### config.mk
export PLATFORM = sky130hd
export DESIGN_NAME = axi4_lite_master_ctrl
export DESIGN_NICKNAME = d
export VERILOG_FILES = /design/src/rtl/axi4_lite_master_ctrl.sv
export SDC_FILE = /design/constraint.sdc
export NUM_CORES = 1
export LEC_CHECK = 0
export BUFFER_PORTS_ARGS = -buffer_cell sky130_fd_sc_hd__buf_2
export CORE_ASPECT_RATIO = 1.2
export CORE_MARGIN = 2
export CORE_UTILIZATION = 49
export DETAILED_ROUTE_END_ITERATION = 7
export GPL_TIMING_DRIVEN = 0
export PLACE_DENSITY_LB_ADDON = 0.08
export SYNTH_ARGS = -nofsm -noshare
export SYNTH_HDL_FRONTEND = slang
export SYNTH_SLANG_ARGS = --single-unit
### constraint.sdc
create_clock -name aclk -period 3.2 [get_ports aclk]
set_clock_uncertainty 0.15 [all_clocks]
set_input_delay 0.32 -clock aclk [delete_from_list [all_inputs] [get_ports aclk]]
set_output_delay 0.32 -clock aclk [all_outputs]
set_load 0.02 [all_outputs]
### src/rtl/axi4_lite_master_ctrl.sv
// Single-outstanding AXI4-Lite master: turns one local command into an AXI read or
// write transaction and returns one response beat per command.
module axi4_lite_master_ctrl #(
  parameter int ADDR_WIDTH = 3,
  parameter int DATA_WIDTH = 32,
  parameter int STRB_WIDTH = 4
) (
  input  logic                  aclk,
  input  logic                  aresetn,
  input  logic                  cmd_valid,
  output logic                  cmd_ready,
  input  logic                  cmd_write,
  input  logic [ADDR_WIDTH-1:0] cmd_addr,
  input  logic [DATA_WIDTH-1:0] cmd_wdata,
  input  logic [STRB_WIDTH-1:0] cmd_wstrb,
  output logic                  rsp_valid,
  output logic                  rsp_write,
  output logic [DATA_WIDTH-1:0] rsp_rdata,
  output logic [1:0]            rsp_resp,
  output logic                  busy,
  output logic [ADDR_WIDTH-1:0] awaddr,
  output logic                  awprot,
  output logic                  awvalid,
  input  logic                  awready,
  output logic [DATA_WIDTH-1:0] wdata,
  output logic [STRB_WIDTH-1:0] wstrb,
  output logic                  wvalid,
  input  logic                  wready,
  input  logic [1:0]            bresp,
  input  logic                  bvalid,
  output logic                  bready,
  output logic [ADDR_WIDTH-1:0] araddr,
  output logic                  arprot,
  output logic                  arvalid,
  input  logic                  arready,
  input  logic [DATA_WIDTH-1:0] rdata,
  input  logic [1:0]            rresp,
  input  logic                  rvalid,
  output logic                  rready
);

  typedef enum logic [2:0] {IDLE, WR_ADDR_DATA, WR_RESP, RD_ADDR, RD_DATA, RESP} state_t;

  state_t                state_q, state_d;
  logic                  awvalid_q, awvalid_d, wvalid_q, wvalid_d, bready_q, bready_d;
  logic                  arvalid_q, arvalid_d, rready_q, rready_d;
  logic [ADDR_WIDTH-1:0] awaddr_q, awaddr_d, araddr_q, araddr_d;
  logic [DATA_WIDTH-1:0] wdata_q, wdata_d, rsp_rdata_q, rsp_rdata_d;
  logic [STRB_WIDTH-1:0] wstrb_q, wstrb_d;
  logic                  rsp_write_q, rsp_write_d;
  logic [1:0]            rsp_resp_q, rsp_resp_d;

  always_ff @(posedge aclk or negedge aresetn) begin
    if (!aresetn) begin
      state_q     <= IDLE;
      awvalid_q   <= 1'b0;
      wvalid_q    <= 1'b0;
      bready_q    <= 1'b0;
      arvalid_q   <= 1'b0;
      rready_q    <= 1'b0;
      awaddr_q    <= '0;
      araddr_q    <= '0;
      wdata_q     <= '0;
      wstrb_q     <= '0;
      rsp_write_q <= 1'b0;
      rsp_rdata_q <= '0;
      rsp_resp_q  <= '0;
    end else begin
      state_q     <= state_d;
      awvalid_q   <= awvalid_d;
      wvalid_q    <= wvalid_d;
      bready_q    <= bready_d;
      arvalid_q   <= arvalid_d;
      rready_q    <= rready_d;
      awaddr_q    <= awaddr_d;
      araddr_q    <= araddr_d;
      wdata_q     <= wdata_d;
      wstrb_q     <= wstrb_d;
      rsp_write_q <= rsp_write_d;
      rsp_rdata_q <= rsp_rdata_d;
      rsp_resp_q  <= rsp_resp_d;
    end
  end

  always_comb begin
    state_d     = state_q;
    awvalid_d   = awvalid_q;
    wvalid_d    = wvalid_q;
    bready_d    = bready_q;
    arvalid_d   = arvalid_q;
    rready_d    = rready_q;
    awaddr_d    = awaddr_q;
    araddr_d    = araddr_q;
    wdata_d     = wdata_q;
    wstrb_d     = wstrb_q;
    rsp_write_d = rsp_write_q;
    rsp_rdata_d = rsp_rdata_q;
    rsp_resp_d  = rsp_resp_q;
    case (state_q)
      IDLE: begin
        if (cmd_valid) begin
          rsp_write_d = cmd_write;
          if (cmd_write) begin
            awaddr_d    = cmd_addr;
            wdata_d     = cmd_wdata;
            wstrb_d     = cmd_wstrb;
            awvalid_d   = 1'b1;
            wvalid_d    = 1'b1;
            rsp_rdata_d = '0;
            state_d     = WR_ADDR_DATA;
          end else begin
            araddr_d  = cmd_addr;
            arvalid_d = 1'b1;
            state_d   = RD_ADDR;
          end
        end
      end
      WR_ADDR_DATA: begin
        // AW and W retire independently; move on once both have handshaken
        if (awready) awvalid_d = 1'b0;
        if (wready)  wvalid_d  = 1'b0;
        if (!awvalid_d && !wvalid_d) begin
          bready_d = 1'b1;
          state_d  = WR_RESP;
        end
      end
      WR_RESP: begin
        if (bvalid) begin
          rsp_resp_d = bresp;
          bready_d   = 1'b0;
          state_d    = RESP;
        end
      end
      RD_ADDR: begin
        if (arready) begin
          arvalid_d = 1'b0;
          rready_d  = 1'b1;
          state_d   = RD_DATA;
        end
      end
      RD_DATA: begin
        if (rvalid) begin
          rsp_rdata_d = rdata;
          rsp_resp_d  = rresp;
          rready_d    = 1'b0;
          state_d     = RESP;
        end
      end
      RESP:    state_d = IDLE;
      default: state_d = IDLE;
    endcase
  end

  assign cmd_ready = (state_q == IDLE);
  assign busy      = (state_q != IDLE);
  assign rsp_valid = (state_q == RESP);
  assign rsp_write = rsp_write_q;
  assign rsp_rdata = rsp_rdata_q;
  assign rsp_resp  = rsp_resp_q;
  assign awaddr    = awaddr_q;
  assign awprot    = 1'b0;
  assign awvalid   = awvalid_q;
  assign wdata     = wdata_q;
  assign wstrb     = wstrb_q;
  assign wvalid    = wvalid_q;
  assign bready    = bready_q;
  assign araddr    = araddr_q;
  assign arprot    = 1'b0;
  assign arvalid   = arvalid_q;
  assign rready    = rready_q;

endmodule

* Word level (Yosys, flattened, before mapping)
Index checks and enable logic that the tools add are counted.
W data, S select, Z words.
** Operators by class
- Reduce and logical (&&, ||, !) cells :: 21
- Eq/ne operators :: 12
- Mux-type cells :: 32
- Bitwise operators :: 1
** Operator list (number)
- $mux W32 :: 3
- $pmux W32 S2 :: 1
- $reduce_and A3 Y1 :: 6
- $mux W3 :: 5
- $pmux W3 S5 :: 1
- $mux W1 :: 13
- $ne A2 B2 Y1 const B :: 6
- $reduce_bool A2 Y1 :: 6
- $pmux W1 S2 :: 5
- $reduce_and A4 Y1 :: 2
- $eq A3 B2 Y1 const B :: 2
- $eq A3 B3 Y1 const B :: 2
- $mux W2 :: 3
- $reduce_and A5 Y1 :: 1
- $pmux W2 S2 :: 1
- $eq A3 B1 Y1 const B :: 1
- $logic_not A3 Y1 :: 1
- $reduce_bool A3 Y1 :: 1
- $logic_not A1 Y1 :: 2
- $ne A2 B1 Y1 const B :: 1
- $reduce_and A2 Y1 :: 1
- $logic_and A1 B1 Y1 :: 1
- $not A1 Y1 :: 1
** Word-level totals
- Input bits :: 84
- Flip-flop bits (word level) :: 85

* Depth between registers and ports, before layout
Gate-level depths: netlist (run 1).
- Word-level depth :: 6
- Gate-level depth with buffers :: 6
- Gate-level depth less buffers :: 5

* Least setup slack after synthesis (run 1)
OpenSTA, ideal clock, no wires.
- Kind :: register to register
- Start point :: reg state_q[2]
- End point :: reg awaddr_q[0] (netlist: awaddr[0])
- Data arrival time :: 1.737 ns
- Buffers on the path :: 2
- Slack :: 1.188 ns
- Period minus slack after synthesis :: 2.012 ns
- Required time :: 2.925 ns
- Stages on the path, launching flop included :: 7
- Cell sequence :: dfrtp_1 -> or3_4 -> clkinv_2 -> and3_4 -> buf_6 -> buf_12 -> mux2_4
** On the way
- Longest elaborated chain between the ends :: 2
** RTL lines
- start: declaration :: line 44 : state_t state_q, state_d;
- start signal: assignment :: line 69 : state_q <= state_d;
- $logic_not A3 Y1
- via cmd_ready :: line 11 : output logic cmd_ready,
- $reduce_and A3 Y1 (no line)
- end signal: assignment :: line 75 : awaddr_q <= awaddr_d;
- end: declaration :: line 47 : logic [ADDR_WIDTH-1:0] awaddr_q, awaddr_d, araddr_q, araddr_d;
The timed path passes the listed nets, and every way through them passes these cells.
A chain may end at the register's enable or synchronous reset.

* Final worst setup path (run 1)
- Start point :: reg state_q[0]
- End point :: reg wdata_q[26] (netlist: wdata[26])
** On the way
- Longest elaborated chain between the ends :: 2
** RTL lines
- $logic_not A3 Y1 :: line 99 : case (state_q)
- $reduce_and A3 Y1 (no line)
- end signal: assignment :: line 77 : wdata_q <= wdata_d;
- end: declaration :: line 48 : logic [DATA_WIDTH-1:0] wdata_q, wdata_d, rsp_rdata_q, rsp_rdata_d;
No other way between the ends.

==> results.tsv, run 1 <==
metric	value	unit
clkLatencyLatePin	0.34	ns
drt_iter0_drc	93	
cts.sinks	85	
clock_tree.root_cell	clkbuf_8	
dieArea	7770	um^2
yosysUniqueCellTypes	36	
ys_seq_elements	85	
fin_cells	555	
holdCritPathClass	input pin to flop	
period_share	63.5	%
grt_pass1_vias	2627	
detail-route-antenna-nets	0	
slew_headroom	64.9	%
fin_setup_tns	0	ns
crit_chain	or3_4 > clkinv_2 > and3_4 > buf_6 > buf_12 > mux2_4	
worstPathArrival	2.10	ns
clk_path_buf_depth	2	
synth-edff-count	0	
grt_pass1_wl	11700	um
post-cts-setup-buffers	0	
layout-drive-gt1-share	50.6	%
dpl-instance-area	4450	um^2
pin_count	171	
power_frac_seq	39.2	%
antenna_found_initial	0	
cts_buffers	9	
switching_power	1790	uW
nFillCells	551	
gp_congestion	0.868	
vias_per_cell	4.91	
dp_cells	540	
die_w	80.8	um
syn_area_per_cell	12.3	um^2
slew_violations	0	
rr_startpoint	state_q[0]	
vdd_drop_max	0.447	mV
ff2ff_path_depth	6	
rsz0062_at_grt	false	
synth_seq_area_share	61.3	%
total_power	4520	uW
vias	2726	
whs_endpoint	rsp_rdata[27]	
holdPathStages	2	
required	3.27	ns
critical_path_class	flop to flop	
fmax	492	MHz
drt-total-wl	7560	um
crit_path_max_fanout	10	
htree_levels	3	
fin_crit	2.03	ns
p_leak	0.00241	uW
grtUsageMet3	6.00	%
final_cell_area	4650	um^2
async_reset_ff_share	100	%
setup-violations-final	0	
min_from	rdata[27]	
power_frac_clock	16.0	%
powerDensity	973	nW/um^2
cp_top_family	simple AND/OR/NAND/NOR gates	
core_area	6850	um^2
pwr-share-comb	44.8	%
groute.layer.met2.usage	32.9	%
grt_util_met1	23.6	%
gr-total-overflow	0	
intPower	2740	uW
final_util	67.8	%
ys.warnings.count	0	
io_buffers	168	
grt_max_degree	46	
status	finished clean	
final_nets	549	
mostFrequentLayoutCell	buf_2	
crit_buf_inv	3	
start_util	50.6	%
die_y	96.2	um
worst_pin_slew	0.526	ns
areaGrowthSynthToFinish	34.1	%
start_kind	flop	
worstReg2RegEnd	wdata[26]	
cts_tree	built	
synth_area	3470	um^2
clk_pin_slew	0.08	ns
rows	33	
worstSetupEndpointType	flop	
finalHoldViolCount	0	
reg2reg_setup_slack	1.17	ns
dr.pass1.iters	4	
post_drt_wl_per_cell	13.6	um
max_stage_delay	0.46	ns
switching_share	39.5	%
hpwl	5720	um
track_usage	19.8	%
final_cell_mix	buf_2 (168), dfrtp_1 (85), nand2_1 (58)	
n_antenna_cell	0	
cap_violations	0	
worst_path_max_delay_cell	dfrtp_1	
busiest_layer	met2	
route.detailed.drc	0	
ys.flop_type	dfrtp_1	
syn_inst	283	
-- routing by layer --
metal	share of wire (%)	up-vias
met5	0	-
met4	1.8	0
met3	7.6	11
met2	49	117
met1	42	1265
li1	-	1333
-- how the worst max path moves through the flow --
stage               start            end  cells past startpoint
6_report       state_q[0]      wdata[26]                      6
5_1_grt        state_q[0]      rsp_valid                      4
4_1_cts        state_q[0]      wdata[27]                      6
3_5_place_dp   state_q[0]       wstrb[2]                      6
3_3_place_gp      aresetn  rsp_rdata[18]                      1
2_1_floorplan  state_q[2]      awaddr[0]                      6
-- synthesized netlist by cell type, drive strengths merged (2+ instances only) --
cell type	instances	area share [%]
a31oi	4	0.72
nand3	2	0.29
clkbuf	10	1.1
dfrtp	85	61
nand2	58	6.3
o21ai	25	3.6
a22o	12	3.0
mux2	43	15
buf	7	1.9
a21oi	5	0.72
inv	3	0.32
or4	2	0.43
and2	2	0.36
nor2	7	0.76
and3	3	0.69
-- sequential cells by signal, indices dropped and copies added (netlist names) --
signal and cells:
rsp_write 1, wdata 32, awvalid 1, state_q 3
arvalid 1, wvalid 1, wstrb 4, rready 1
rsp_rdata 32, rsp_resp 2, awaddr 3, bready 1
araddr 3
-- per-stage QoR --
stage | setup WS (ns) | hold WS [ns]
2_1_floorplan | 1.19 | -0.126
3_3_place_gp | 1.01 | 0.306
3_5_place_dp | 1.18 | 0.183
4_1_cts | 1.15 | 0.0231
5_1_grt | 1.04 | 0.0245
6_report | 1.17 | 0.0382
-- area by class of cell --
| cell class | instances | area [um^2] | area share [%] |
|---|---|---|---|
| buffer | 17 | 104 | 2.23 |
| clock buffer | 10 | 138 | 2.96 |
| clock inverter | 4 | 50.0 | 1.08 |
| inverter | 4 | 16.3 | 0.350 |
| multi-input combinational | 178 | 1220 | 26.3 |
| sequential | 85 | 2130 | 45.7 |
| tap | 87 | 109 | 2.34 |
| timing repair buffer | 170 | 881 | 18.9 |
-- power by group through the flow --
stage	combinational (uW)	sequential (uW)	clock [uW]
floorplan	776	2340	0
global placement	2010	1770	0
detailed placement	2050	1790	0
CTS	2050	1780	740
global route	2200	1840	797
finish	2030	1770	724
-- kinds of logic (layout without fill, tap and decap cells) --
logic type	Yosys count	after routing	synth area share [%]
muxes	44	44	15.3
AOI/OAI and AO/OA	51	51	9.24
and+or+nand+nor	81	81	10.5
buffers and inverters	21	205	3.46
DFF	85	85	61.3
other	1	2	0.108
-- timing repair --
item,4_1_cts,5_1_grt
hold buffers,1,0
endpoints found under the hold margin,40,0
gates resized for setup,0,0
Power figures use the tool's default switching activity.
==> run 2: changes to the inputs <==
Settings changed: CORE_UTILIZATION 49 to 46.
Clock period 3.2 ns to 2 ns, I/O delays scaled along.
==> run 2 against run 1 <==
Maximum frequency is 4.9% higher. Flip-flop and latch count stayed put. Combinational power is 71% higher. Cell count is 15% higher. Clock-buffer cell count stayed put. Wire length is 19% higher. Sequential power is 60% higher. Die area is 6.2% higher. Worst hold slack worse by 0.010 ns. First-iteration DRC count is 12% higher. Non-clock buffer count is 77 higher. Via count is 12% higher. Highest routed layer unchanged.
==> results.tsv, run 2 (synthesis gave the netlist of run 1 again) <==
metric	value	unit	change
switching_power	3000	uW	+68%
fin_crit	1.94	ns	-0.0944 ns
holdPathStages	4		+2
areaGrowthSynthToFinish	56.3	%	
worstPathArrival	2.02	ns	-0.08 ns
final_cell_area	5420	um^2	+17%
status	finished clean		
post_drt_wl_per_cell	14.1	um	+3.3%
final_util	74.5	%	+6.7 points
vias_per_cell	4.80		-2.3%
n_antenna_cell	0		unchanged
ff2ff_path_depth	5		-1
rr_startpoint	state_q[0]		
power_frac_clock	15.1	%	-0.9 points
pwr-share-comb	46.8	%	+2.0 points
min_from	rvalid		
critical_path_class	flop to flop		
multi_input_area	1230	um^2	+0.31%
reg2reg_setup_slack	0.06	ns	-1.11 ns
period_share	97.0	%	+33 points
regArea	2130	um^2	about the same
start_kind	flop		
layout-drive-gt1-share	45.5	%	-5.1 points
die_y	99.1	um	+3.1%
grt_pass1_wl	14900	um	+27%
io_buffers	168		unchanged
cts.sinks	85		unchanged
worstReg2RegEnd	wdata[4]		
final_cell_mix	buf_2 (168), dfrtp_1 (84), dlygate4sd3_1 (75)		
powerDensity	1370	nW/um^2	+41%
worstSetupEndpointType	flop		
clkLatencyLatePin	0.34	ns	about the same
rsz0062_at_grt	false		
route.detailed.drc	0		unchanged
drt_iter0_drc	104		+12%
cp-startpoint	state_q[0]		
gr-total-overflow	0		unchanged
dpl-instance-area	4460	um^2	+0.17%
power_frac_seq	38.1	%	-1.1 points
total_power	7420	uW	+64%
cap_violations	0		unchanged
start_util	47.7	%	-2.9 points
p_leak	0.00274	uW	+14%
vdd_drop_max	0.839	mV	+88%
clk_pin_slew	0.08	ns	about the same
antenna_found_initial	0		unchanged
finalHoldViolCount	0		unchanged
fmax	516	MHz	+4.9%
clock_tree.root_cell	clkbuf_8		
rows	34		+3.0%
gp_congestion	0.836		-3.7%
drt-total-wl	8970	um	+19%
worst_path_max_delay_cell	dfrtp_2		
hpwl	5760	um	+0.64%
holdCritPathClass	input pin to flop		
nFillCells	507		-8.0%
mostFrequentLayoutCell	buf_2		
intPower	4420	uW	+61%
vias	3057		+12%
required	2.09	ns	-1.18 ns
pin_count	171		unchanged
fin_hold_ws	0.0280	ns	-0.0101 ns
switching_share	40.4	%	+0.97 points
die_w	83.3	um	+3.1%
htree_levels	3		unchanged
slew_violations	0		unchanged
core_area	7270	um^2	+6.1%
grt_pass1_vias	3144		+20%
max_stage_delay	0.43	ns	-0.03 ns
fin_setup_tns	0	ns	unchanged
setup-violations-final	0		unchanged
dr.pass1.iters	4		unchanged
cts_buffers	9		unchanged
crit_chain	or3_4 > clkinv_4 > and3_4 > buf_8 > mux2_2		
cp-endpoint	wdata[4]		
cts_tree	built		
clk_path_buf_depth	2		unchanged
grt_max_degree	51		+11%
final_nets	626		+14%
detail-route-antenna-nets	0		unchanged
crit_path_max_fanout	19		+9
track_usage	22.4	%	+2.6 points
dieArea	8250	um^2	+6.2%
run 2: critical path: cells and delay by family (launching register included):
family	cells	cell delay, ns
and+or+nand+nor	2	0.61
muxes	1	0.36
buffers and inverters	2	0.27
DFF	1	0.43
run 2: routing by layer:
metal | track usage (%) | wire (um)
met1 | 28.3 | 3780
met3 | 5.06 | 642
met5 | 0 | 0
met4 | 8.70 | 150
met2 | 37.7 | 4390
run 2: power by group through the flow:
| stage | combinational [uW] | sequential, uW | clock, uW |
|---|---|---|---|
| after floorplan | 1250 | 3740 | 0 |
| after global placement | 3240 | 2830 | 0 |
| after detailed placement | 3300 | 2860 | 0 |
| after CTS | 3470 | 2820 | 1160 |
| after global routing | 3740 | 2930 | 1230 |
| final | 3470 | 2830 | 1120 |
run 2: through the flow:
step	setup WS (ns)	instances
2_1_floorplan	0.0154	284
3_3_place_gp	-0.117	542
3_5_place_dp	-0.0384	543
4_1_cts	0.00130	637
5_1_grt	0.0124	637
6_report	0.0608	637
run 2: repair_timing:
action,4_1_cts,5_1_grt
endpoints found under the hold margin,112,0
pin swaps,0,1
setup endpoints to repair,10,36
hold buffers,75,0
setup buffers,3,1
gates resized for setup,1,12
run 2: worst min-delay path by stage:
stage | endpoint | slack (ns)
after floorplan | araddr[0] | -0.25
after detailed placement | wdata[5] | 0.05
after global routing | rready | 0.03
final | rready | 0.03
after global placement | araddr[1] | 0.26
after CTS | rready | 0.01
run 2: cell type report:
class	instances	area share (%)
clock buffers	10	2.54
clock inverters	6	0.877
multi-input cells	178	22.7
repair buffers	248	30.5
flip-flops and latches	85	39.3
plain buffers	16	1.73
well taps	90	2.08
inverters	4	0.369
==> run 3: changes to the inputs <==
Settings changed: CORE_UTILIZATION 46 to 49, HOLD_SLACK_MARGIN from default to 0.12.
Clock period 2 ns to 2.5 ns, I/O delays scaled along.
==> run 3 against run 2 <==
Worst hold slack improved by 0.11 ns. Clock power shrank 17%. Global-route usage increased by 2.8 points. Flip-flop and latch count unchanged. Wire length grew 6.0%. First-iteration DRC count rose by 6.7%. Combinational power is 21% lower. Critical endpoint is now rsp_resp[1].
==> results.tsv, run 3 (synthesis gave the netlist of run 1 again) <==
metric	value	unit	change
status	finished clean		
nFillCells	423		-17%
powerDensity	1090	nW/um^2	-20%
die_y	96.2	um	-3.0%
clk_path_buf_depth	2		unchanged
pin_count	171		unchanged
cts.sinks	85		unchanged
track_usage	25.1	%	+2.8 points
mostFrequentLayoutCell	buf_2		
areaGrowthSynthToFinish	57.4	%	
clk_pin_slew	0.08	ns	about the same
critical_path_class	flop to flop		
p_leak	0.00275	uW	+0.39%
cts_tree	built		
core_area	6850	um^2	-5.8%
setup-violations-final	0		unchanged
period_share	95.4	%	-1.5 points
io_buffers	168		unchanged
post-cts-setup-buffers	0		-3
dp_cells	540		-0.55%
antenna_found_initial	0		unchanged
detail-route-antenna-nets	0		unchanged
worstSetupEndpointType	flop		
rsz0062_at_grt	false		
final_cell_mix	buf_2 (168), dfrtp_1 (85), dlygate4sd3_1 (82)		
rows	33		-2.9%
start_util	50.6	%	+2.9 points
crit_path_max_fanout	8		-11
cap_violations	0		unchanged
vias	3138		+2.6%
fin_hold_ws	0.134	ns	+0.106 ns
worst_pin_slew	0.526	ns	
final_cell_area	5460	um^2	+0.74%
finalHoldViolCount	0		unchanged
start_kind	flop		
holdCritPathClass	input pin to flop		
dr.pass1.iters	4		unchanged
gp_congestion	0.868		+3.9%
fin_setup_tns	0	ns	unchanged
required	2.59	ns	+0.50 ns
die_w	80.8	um	-3.0%
vias_per_cell	4.93		+2.8%
dpl-instance-area	4450	um^2	-0.17%
hpwl	5720	um	-0.64%
vdd_drop_max	0.589	mV	-30%
drt-total-wl	9500	um	+6.0%
fmax	419	MHz	-19%
gr-total-overflow	0		unchanged
cts_buffers	9		unchanged
grt_pass1_vias	3135		-0.29%
fin_crit	2.39	ns	+0.447 ns
slew_headroom	64.9	%	
n_antenna_cell	0		unchanged
crit_chain	or3b_2 > mux2_2 > dlygate4sd3_1 > mux2_2		
worstPathArrival	2.47	ns	+0.45 ns
htree_levels	3		unchanged
worst_path_max_delay_cell	or3b_2		
grt_pass1_wl	14800	um	-0.64%
drt_iter0_drc	111		+6.7%
clkLatencyLatePin	0.34	ns	about the same
max_stage_delay	0.56	ns	+0.13 ns
clock_tree.root_cell	clkbuf_8		
fin_cells	636		-0.16%
final_nets	630		+0.64%
route.detailed.drc	0		unchanged
post_drt_wl_per_cell	14.9	um	+6.2%
dieArea	7770	um^2	-5.9%
layout-drive-gt1-share	43.2	%	-2.4 points
cp_common_cell	mux2_2		
slew_violations	0		unchanged
grt_max_degree	46		-9.8%
## run 3: cell type report
cell class | count | area [um^2] | share of cell area [%]
Clock buffer | 10 | 138 | 2.52
Clock inverter | 4 | 50.0 | 0.917
Sequential cell | 85 | 2130 | 39.0
Multi-Input combinational cell | 178 | 1220 | 22.4
Tap cell | 87 | 109 | 1.99
Timing Repair Buffer | 251 | 1690 | 31.0
Inverter | 4 | 16.3 | 0.298
Buffer | 17 | 104 | 1.90
## run 3: stage by stage
step                      setup slack (ns)  util, %  total power (uW)
after global routing                0.0489     79.7              6350
after detailed placement             0.475     65.0              4920
after global placement               0.379     64.5              4850
after floorplan                      0.488        -              3990
after CTS                            0.114     79.7              5950
final                                0.114     79.7              5970
## run 3: path summary, 6_finish.rpt
| kind | from | endpoint | slack [ns] | cells past startpoint |
|---|---|---|---|---|
| max | state_q[0] | rsp_resp[1] | 0.11 | 4 |
| max in group asynchronous | aresetn | state_q[2] | 1.31 | 3 |
| min in group asynchronous | aresetn | wdata[28] | 0.29 | 2 |
| max reg2reg | state_q[0] | rsp_resp[1] | 0.11 | 4 |
| min | cmd_write | awvalid | 0.13 | 3 |
| min reg2reg | rsp_rdata[3] | rsp_rdata[3] | 0.33 | 2 |
## run 3: what timing repair did
| action | CTS | global route |
|---|---|---|
| hold buffers | 82 | 0 |
| resized for setup | 0 | 0 |
| endpoints found under the hold margin | 122 | 0 |
| setup endpoints to repair | 0 | 0 |
## run 3: power by group
part	leakage (uW)	internal, uW	total, uW	switching (uW)
registers	0.00107	1960	2290	333
clock network	0.0000902	476	935	458
logic	0.00159	1160	2740	1580
total	0.00275	3590	5970	2380
## run 3: critical path, delay by kind of cell (launching register included)
kind	cells	cell delay, ns
mux	2	0.56
flops	1	0.47
buf+inv	1	0.54
simple gates	1	0.56
## run 3: per-layer routing
| layer | global-route usage (%) | wire [um] | vias to the layer above |
|---|---|---|---|
| li1 | - | - | 1492 |
| met1 | 28.7 | 3810 | 1488 |
| met2 | 44.2 | 4840 | 139 |
| met3 | 6.66 | 628 | 19 |
| met4 | 10.6 | 223 | 0 |
| met5 | 0 | 0 | - |
